==> config.mk <==
export PLATFORM = sky130hd
export DESIGN_NAME = uart_sender
export DESIGN_NICKNAME = d
export VERILOG_FILES = /design/src/rtl/uart_sender.sv
export SDC_FILE = /design/constraint.sdc
export NUM_CORES = 1
export LEC_CHECK = 0
export ABC_AREA = 1
export BUFFER_PORTS_ARGS = -buffer_cell sky130_fd_sc_hd__buf_2
export CAP_MARGIN = 20
export CELL_PAD_IN_SITES_DETAIL_PLACEMENT = 1
export CELL_PAD_IN_SITES_GLOBAL_PLACEMENT = 2
export CORE_UTILIZATION = 38
export CTS_CLUSTER_DIAMETER = 30
export DETAILED_ROUTE_END_ITERATION = 10
export GPL_TIMING_DRIVEN = 0
export PLACE_DENSITY_LB_ADDON = 0.1
export SLEW_MARGIN = 20
export SYNTH_ARGS = -nofsm -noshare
export SYNTH_HDL_FRONTEND = slang
export SYNTH_SLANG_ARGS = --single-unit
==> constraint.sdc <==
create_clock -name br_clk_16 -period 3.28 [get_ports br_clk_16]
set_input_delay 0.164 -clock br_clk_16 [delete_from_list [all_inputs] [get_ports br_clk_16]]
set_output_delay 0.164 -clock br_clk_16 [all_outputs]
set_load 0.02 [all_outputs]
==> src/rtl/uart_sender.sv <==
// uart_sender: 8N1 UART transmitter running on the 16x baud clock.
// Bytes are buffered in a small FIFO and shifted out LSB-first on UART_TX.
// Frames chain back-to-back with no idle gap while the FIFO has data.
module uart_sender #(
   parameter int FIFO_DEPTH = 4,
   parameter int STOP_BITS  = 1
) (
   input  logic       br_clk_16,
   input  logic       reset,
   input  logic [7:0] TX_DATA,
   input  logic       TX_EN,
   output logic       UART_TX,
   output logic       TX_STATUS,
   output logic       TX_FULL
);

   localparam int PTR_W = $clog2(FIFO_DEPTH);
   localparam int CNT_W = PTR_W + 1;

   typedef enum logic [1:0] {IDLE, START, DATA, STOP} state_t;

   state_t                         state_q, state_d;
   logic [3:0]                     bit_cnt_q, bit_cnt_d;
   logic [2:0]                     data_cnt_q, data_cnt_d;
   logic [7:0]                     shift_q, shift_d;
   logic                           tx_q, tx_d;
   logic                           status_q, status_d;
   logic                           full_q, full_d;
   logic [FIFO_DEPTH-1:0][7:0]     mem_q, mem_d;
   logic [PTR_W-1:0]               rd_ptr_q, rd_ptr_d;
   logic [PTR_W-1:0]               wr_ptr_q, wr_ptr_d;
   logic [CNT_W-1:0]               count_q, count_d;

   logic push;
   logic pop;
   logic fifo_empty;

   // Full check uses the pre-edge count, so a push while full is dropped even if a pop happens.
   assign push       = TX_EN && (count_q != CNT_W'(FIFO_DEPTH));
   assign fifo_empty = (count_q == '0);

   // FIFO storage, pointers and occupancy for the next edge
   always_comb begin
      mem_d    = mem_q;
      wr_ptr_d = wr_ptr_q;
      rd_ptr_d = rd_ptr_q;
      count_d  = count_q;
      if (push) begin
         mem_d[wr_ptr_q] = TX_DATA;
         wr_ptr_d        = wr_ptr_q + 1'b1;
      end
      if (pop) begin
         rd_ptr_d = rd_ptr_q + 1'b1;
      end
      case ({push, pop})
         2'b10:   count_d = count_q + 1'b1;
         2'b01:   count_d = count_q - 1'b1;
         default: count_d = count_q;
      endcase
   end

   // Frame sequencer: next state, line level, shifter and bit/cycle counters
   always_comb begin
      state_d    = state_q;
      bit_cnt_d  = bit_cnt_q + 4'd1;
      data_cnt_d = data_cnt_q;
      shift_d    = shift_q;
      tx_d       = tx_q;
      pop        = 1'b0;
      case (state_q)
         IDLE: begin
            tx_d      = 1'b1;
            bit_cnt_d = 4'd0;
            if (!fifo_empty) begin
               pop     = 1'b1;
               shift_d = mem_q[rd_ptr_q];
               tx_d    = 1'b0;
               state_d = START;
            end
         end
         START: begin
            if (bit_cnt_q == 4'd15) begin
               tx_d       = shift_q[0];
               shift_d    = {1'b0, shift_q[7:1]};
               data_cnt_d = 3'd0;
               state_d    = DATA;
            end
         end
         DATA: begin
            if (bit_cnt_q == 4'd15) begin
               if (data_cnt_q == 3'd7) begin
                  tx_d       = 1'b1;
                  data_cnt_d = 3'd0;
                  state_d    = STOP;
               end else begin
                  tx_d       = shift_q[0];
                  shift_d    = {1'b0, shift_q[7:1]};
                  data_cnt_d = data_cnt_q + 3'd1;
               end
            end
         end
         STOP: begin
            // data_cnt doubles as the stop-bit index here
            if (bit_cnt_q == 4'd15) begin
               if (data_cnt_q == 3'(STOP_BITS - 1)) begin
                  data_cnt_d = 3'd0;
                  if (!fifo_empty) begin
                     pop     = 1'b1;
                     shift_d = mem_q[rd_ptr_q];
                     tx_d    = 1'b0;
                     state_d = START;
                  end else begin
                     tx_d    = 1'b1;
                     state_d = IDLE;
                  end
               end else begin
                  data_cnt_d = data_cnt_q + 3'd1;
               end
            end
         end
         default: begin
            state_d    = IDLE;
            tx_d       = 1'b1;
            bit_cnt_d  = 4'd0;
            data_cnt_d = 3'd0;
         end
      endcase
   end

   // Status flags describe the state after this edge, so they are computed from the _d values
   always_comb begin
      full_d   = (count_d == CNT_W'(FIFO_DEPTH));
      status_d = (count_d == '0) && (state_d == IDLE);
   end

   // State registers; reset aborts any frame and drives the line high at once
   always_ff @(posedge br_clk_16 or negedge reset) begin
      if (!reset) begin
         state_q    <= IDLE;
         bit_cnt_q  <= '0;
         data_cnt_q <= '0;
         shift_q    <= '0;
         tx_q       <= 1'b1;
         status_q   <= 1'b1;
         full_q     <= 1'b0;
         mem_q      <= '0;
         rd_ptr_q   <= '0;
         wr_ptr_q   <= '0;
         count_q    <= '0;
      end else begin
         state_q    <= state_d;
         bit_cnt_q  <= bit_cnt_d;
         data_cnt_q <= data_cnt_d;
         shift_q    <= shift_d;
         tx_q       <= tx_d;
         status_q   <= status_d;
         full_q     <= full_d;
         mem_q      <= mem_d;
         rd_ptr_q   <= rd_ptr_d;
         wr_ptr_q   <= wr_ptr_d;
         count_q    <= count_d;
      end
   end

   assign UART_TX   = tx_q;
   assign TX_STATUS = status_q;
   assign TX_FULL   = full_q;

endmodule
Word-level counts from Yosys, hierarchy flattened:

Cells that the tools add are included.

* muxes and demuxes: 39
* equality and inequality tests: 14
* reductions and logical operators: 12
* add/subtract/negate cells: 6
* multiply operators: 0
* shift-type cells: 0
* divide/modulo/power cells: 0
* bitwise operators: 0
* $lt $le $gt $ge: 3

Operator list (count)
* $mux W8: 8
* $bwmux W32: 1
* $pmux W8 S4: 1
* $bmux W8 S2: 1
* $demux W8 S2: 1
* $mux W3: 5
* $mux W2: 6
* $mux W1: 10
* $ne A2 B2 Y1 const B: 5
* $logic_not A3 Y1: 3
* $pmux W3 S3: 1
* $pmux W2 S4: 1
* $reduce_and A4 Y1: 2
* $add A3 B1 Y3 const B: 2
* $eq A2 B2 Y1 const B: 3
* $eq A3 B3 Y1 const B: 2
* $lt A2 B3 Y1 const B: 2
* $pmux W3 S2: 1
* $reduce_and A5 Y1: 1
* $add A2 B1 Y2 const B: 2
* $add A4 B1 Y4 const B: 1
* $eq A2 B1 Y1 const B: 2
* $eq A4 B4 Y1 const B: 1
* $logic_not A2 Y1: 2
* other kinds (8): 10

* memory bits (read-only): 0
* bits of input ports: 11
* output and inout bits: 3
* memories kept: 0
* bits in writable memories: 0
* register bits after elaboration: 59
* word-level logic and storage cells: 88
* latch bits: 0

Longest topological paths before layout:

* depth after elaboration: 9
* depth in mapped cells: 16

Worst setup path after synthesis:

Ideal clock, no wire load.

* kind: flip-flop to flip-flop
* from: reg state_q[1]
* to: reg status_q (netlist: TX_STATUS)
* setup slack: 0.570 ns
* buffers on the path: 1
* data required time: 3.213 ns
* cell stages (with the launch flop): 15
* setup time: 0.067 ns
* data arrival time: 2.643 ns
* path through: dfrtp_1 inv_1 ha_1 buf_2 clkinv_1 nand2_1 a21oi_4 ha_1 inv_1 fa_1 o21ai_0 or2_2 nor2_1 nand2_1 nor2_1

* longest elaborated chain between the ends: 6

RTL lines
* from (decl): line 22 `state_t state_q, state_d;`
* from (signal assigned): line 151 `state_q <= state_d;`
* $eq A2 B2 Y1 or $logic_not A2 Y1 (tied branches): line 70 `case (state_q)`
* $pmux W1 S2 *: line 70
* net pop: line 35 `logic pop;`
* $eq A2 B1 Y1 or $eq A2 B2 Y1 (tied branches): line 55 `case ({push, pop})`
* $pmux W3 S2 *: line 55
* net count_d[1]: line 32 `logic [CNT_W-1:0] count_q, count_d;`
* $logic_not A3 Y1 *: line 133 `status_d = (count_d == '0) && (state_d == IDLE);`
* $logic_and A1 B1 Y1 *: line 133
* net status_d: line 27 `logic status_q, status_d;`
* to (signal assigned): line 156 `status_q <= status_d;`
* to (decl): line 27

The timed path passes the listed nets; every way through them passes the cells marked *.
A chain may end at the register's enable or synchronous reset.

Worst setup path after layout:

Ends and elaborated chain as after synthesis.

==> flow_metrics.py <==
metrics = {
    "timing": {
        "timing_max_transition_violations_final": 0,
        "setup-violations-final": 0,
        "max_slew.worst_pin.slew_ns": 0.5115,
        "post-route-period-util_pct": 92.58,
        "max_clock_freq_ghz": 0.3293,
        "clock_skew_ns": 0.01048,
        "post-route-min-period_ns": 3.037,
        "final-hold-violation-count": 0,
        "totalNegativeSetupSlack_ns": 0,
        "timing.slew.headroom_pct": 65.90,
        "grt_setup_unrepaired": "false",
    },
    "finish": {
        "drive_above_1_share_pct": 15.54,
        "finished_cell_area_um2": 3446,
        "area_used_by_multi_input_combinational_logic_um2": 1313,
        "num-nets-final": 407,
        "antenna_cells": 0,
        "area.growth.synth_to_final_pct": 15.04,
        "layout.filler_cells": 937,
        "layout.area.seq_um2": 1479,
    },
    "synth": {
        "post-synth-top-count-cell": "sky130_fd_sc_hd__nand2_1",
        "synth.avg_cell_area_um2": 8.510,
        "synth_nets": 378,
        "synth_cell_types": 32,
        "synth-edff-count": 0,
        "yosysWarningCount": 0,
        "synth_sequential_area_ratio_pct": 49.37,
        "synthTopCellsByArea": "sky130_fd_sc_hd__dfrtp_1, sky130_fd_sc_hd__nand2_1, sky130_fd_sc_hd__ha_1, sky130_fd_sc_hd__nand3_1, sky130_fd_sc_hd__inv_1",
        "synth_largest_type_area_fraction_pct": 47.62,
        "synth_commonest_cells": "sky130_fd_sc_hd__nand2_1, sky130_fd_sc_hd__dfrtp_1, sky130_fd_sc_hd__inv_1, sky130_fd_sc_hd__nand3_1, sky130_fd_sc_hd__o21ai_1",
        "yosysTopAreaCell": "sky130_fd_sc_hd__dfrtp_1",
        "proportion_of_register_bits_with_asynchronous_set_or_reset_after_synthesis_pct": 100.0,
        "yosys_most_used_dff": "sky130_fd_sc_hd__dfrtp_1",
        "synth-seq-cells": 59,
        "number_of_cells_produced_by_synthesis": 352,
        "synthesis.area_um2": 2995,
    },
    "pwr": {
        "irDropWorstVdd_mv": 0.3956,
        "power.density_nw_per_um2": 1043,
        "cell_internal_pwr_mw": 2.052,
        "share_comb_of_total_power_pct": 47.0,
        "sequentialPowerShare_pct": 34.6,
        "power_leakage_nw": 1.771,
        "clock_power_share_pct": 18.4,
        "p_sw_mw": 1.542,
        "total_power_mw": 3.595,
        "net_switching_share_of_the_total_power_pct": 42.91,
    },
    "setup_path": {
        "start_of_the_worst_register_to_register_path": "state_q[1]$_DFF_PN0_",
        "worstRegToRegCells": 14,
        "critical_path_required_ns": 3.55,
        "path_buf_inv": 4,
        "cp_cell_sequence": "inv_1 -> ha_1 -> buf_2 -> clkinvlp_4 -> nand2_1 -> a21oi_4 -> ha_1 -> inv_1 -> fa_1 -> o21ai_0 -> or2_2 -> nor2_1 -> nand2_1 -> nor2_1",
        "worstSetupPathDepth": 14,
        "crit_fanout": 11,
        "crit_family": "adder cells",
        "criticalPathCategory": "reg -> reg",
        "r2r-end": "TX_STATUS$_DFF_PN1_",
        "timing.critical_path.to_type": "flop",
        "kind_of_start_point_of_the_critical_path": "flop",
        "critPathSlowestCell": "sky130_fd_sc_hd__fa_1",
        "critPathArrivalTime_ns": 3.31,
        "r2r_setup_slack_ns": 0.24,
        "cpPeakStageDelay_ns": 0.53,
    },
    "min_path": {
        "worst_min_path_class": "in -> reg",
        "hold-path-cell-count": 3,
        "holdCritStartpoint": "TX_DATA[2]",
        "hold_path_end": "mem_q[18]$_DFFE_PN0P_",
    },
    "floorplan": {
        "die_width_um": 90.79,
        "floorplan.die.height_um": 90.79,
        "design.die.area_um2": 8242,
        "floorplan.initialDensity_pct": 38.96,
        "std_cell_rows": 32,
        "core_area_um2": 7687,
        "io_pins": 14,
    },
    "clock_network": {
        "cts_root_buffer": "sky130_fd_sc_hd__clkbuf_8",
        "clkLatencyLatePin_ns": 0.34,
        "path_clk_slew_ns": 0.06,
        "tritoncts.num_buffers": 9,
        "clock_tree_from_tritoncts": "done",
        "clkSinkCount": 59,
        "htree_levels": 3,
        "max-clock-path-buffers": 2,
    },
    "global_route": {
        "antenna_found_initial": 0,
        "grt_first_pass_wirelength_mm": 12.00,
        "globalRouteTotalUtil_pct": 18.53,
        "largest_net_degree_at_the_start_of_global_routing": 45,
        "grt_remaining_overflow": 0,
        "via_count_of_the_first_global_routing_pass": 2496,
    },
    "flow_run": {
        "timing.max_cap.violations": 0,
    },
    "place": {
        "dp_hpwl_mm": 4.965,
        "buffer_ports.inserted": 13,
        "routability_driven_placement_congestion_ratio": 0.7254,
        "placement_cell_area_um2": 3218,
    },
    "routing": {
        "drt_first_iter_violations": 65,
        "wirelength_mm": 6.816,
        "vias": 2336,
        "postRouteAntennaNets": 0,
        "wl_per_cell_um": 13.97,
        "vias_per_cell": 4.787,
        "remaining_drc_errors": 0,
        "drt_first_pass_iters": 4,
    },
    "run_status": {
        "run_status": "complete, no violations",
    },
}
-- final cells by class --
type	instances	share of cell area [%]
sequential	59	42.92
multi-input combinational	248	38.09
clock buffer	11	4.103
inverter	36	4.031
tap	102	3.704
timing repair buffer	17	3.486
buffer	9	1.997
clock inverter	5	1.525
timing repair inverter	1	0.1452
-- sequential cells by signal, indices dropped and copies added, names as in the netlist --
signal / flops
TX_STATUS: 1
wr_ptr_q: 2
UART_TX: 1
mem_q: 32
state_q: 2
bit_cnt_q: 4
shift_q: 8
TX_FULL: 1
count_q: 3
data_cnt_q: 3
rd_ptr_q: 2
-- layer usage --
layer / up-vias / part of all wire, % / track usage, %
met5: - / 0 / 0
met4: 0 / 1.2 / 7.143
met3: 8 / 1.8 / 3.030
met2: 20 / 49 / 31.12
met1: 1126 / 48 / 23.92
li1: 1182 / - / -
-- cell usage in the layout, fill, tap and decap left out, types with 2 or more instances in the layout --
cell type	synthesis	layout
sky130_fd_sc_hd__a21oi_1	5	5
sky130_fd_sc_hd__inv_1	33	33
sky130_fd_sc_hd__clkbuf_1	1	2
sky130_fd_sc_hd__buf_6	4	4
sky130_fd_sc_hd__nand2_1	120	120
sky130_fd_sc_hd__clkinvlp_4	0	2
sky130_fd_sc_hd__clkbuf_8	0	10
sky130_fd_sc_hd__ha_1	14	14
sky130_fd_sc_hd__o21ai_0	12	12
sky130_fd_sc_hd__dfstp_2	2	2
sky130_fd_sc_hd__clkinv_2	0	3
sky130_fd_sc_hd__xor2_1	3	3
sky130_fd_sc_hd__buf_4	0	3
sky130_fd_sc_hd__nand3_1	29	29
sky130_fd_sc_hd__buf_2	4	16
sky130_fd_sc_hd__dfrtp_1	57	57
sky130_fd_sc_hd__o21ai_2	8	8
sky130_fd_sc_hd__nand2_4	4	4
sky130_fd_sc_hd__o21ai_1	24	24
sky130_fd_sc_hd__nor2_1	15	15
-- tightest hold or removal path: stages --
cell                      delay, ns
sky130_fd_sc_hd__buf_2         0.07
sky130_fd_sc_hd__inv_1         0.07
sky130_fd_sc_hd__o21ai_2       0.13
-- metrics by stage --
step	worst slack, ns	hold WS [ns]	util, %	instances
floorplan	0.5704	-0.1316	-	352
global placement	0.1958	0.4433	41.47	467
detailed placement	0.1758	0.05291	41.86	468
CTS	0.1580	0.1213	44.52	485
global route	0.01079	0.1483	44.82	488
finish	0.2434	0.1357	44.82	488
-- worst max-delay path by stage --
stage | from | end | slack, ns
after floorplan | state_q[1]$_DFF_PN0_ | TX_STATUS$_DFF_PN1_ | 0.57
after global placement | state_q[1]$_DFF_PN0_ | TX_STATUS$_DFF_PN1_ | 0.20
after detailed placement | state_q[1]$_DFF_PN0_ | TX_STATUS$_DFF_PN1_ | 0.18
after CTS | state_q[1]$_DFF_PN0_ | TX_STATUS$_DFF_PN1_ | 0.16
after global routing | state_q[1]$_DFF_PN0_ | TX_STATUS$_DFF_PN1_ | 0.01
final | state_q[1]$_DFF_PN0_ | TX_STATUS$_DFF_PN1_ | 0.24
-- timing repair --
item / CTS / global route
resized for setup: 0 / 1
hold buffers: 1 / 0
setup endpoints to repair: 0 / 1
hold endpoints to repair: 40 / 0
buffers inserted: 0 / 2
-- kinds of logic (layout without fill, tap and decap cells) --
kind of cell | after synthesis | count (layout) | synth area share [%]
AO/OA/AOI/OAI | 57 | 57 | 11.91
flip-flops | 59 | 59 | 49.37
AND/OR/NAND/NOR | 172 | 172 | 24.23
XOR/XNOR | 4 | 4 | 1.170
adder cells (fa/ha/maj) | 15 | 15 | 6.516
buffers and inverters | 45 | 79 | 6.809
-- power by group through the flow --
stage	Sequential (mW)	Combinational (mW)	Clock, mW
2_1_floorplan	1.23	1.24	0
3_3_place_gp	1.25	1.60	0
3_5_place_dp	1.25	1.65	0
4_1_cts	1.25	1.66	0.681
5_1_grt	1.29	1.95	0.713
6_report	1.24	1.69	0.663
(Power assumes the default switching activity.)
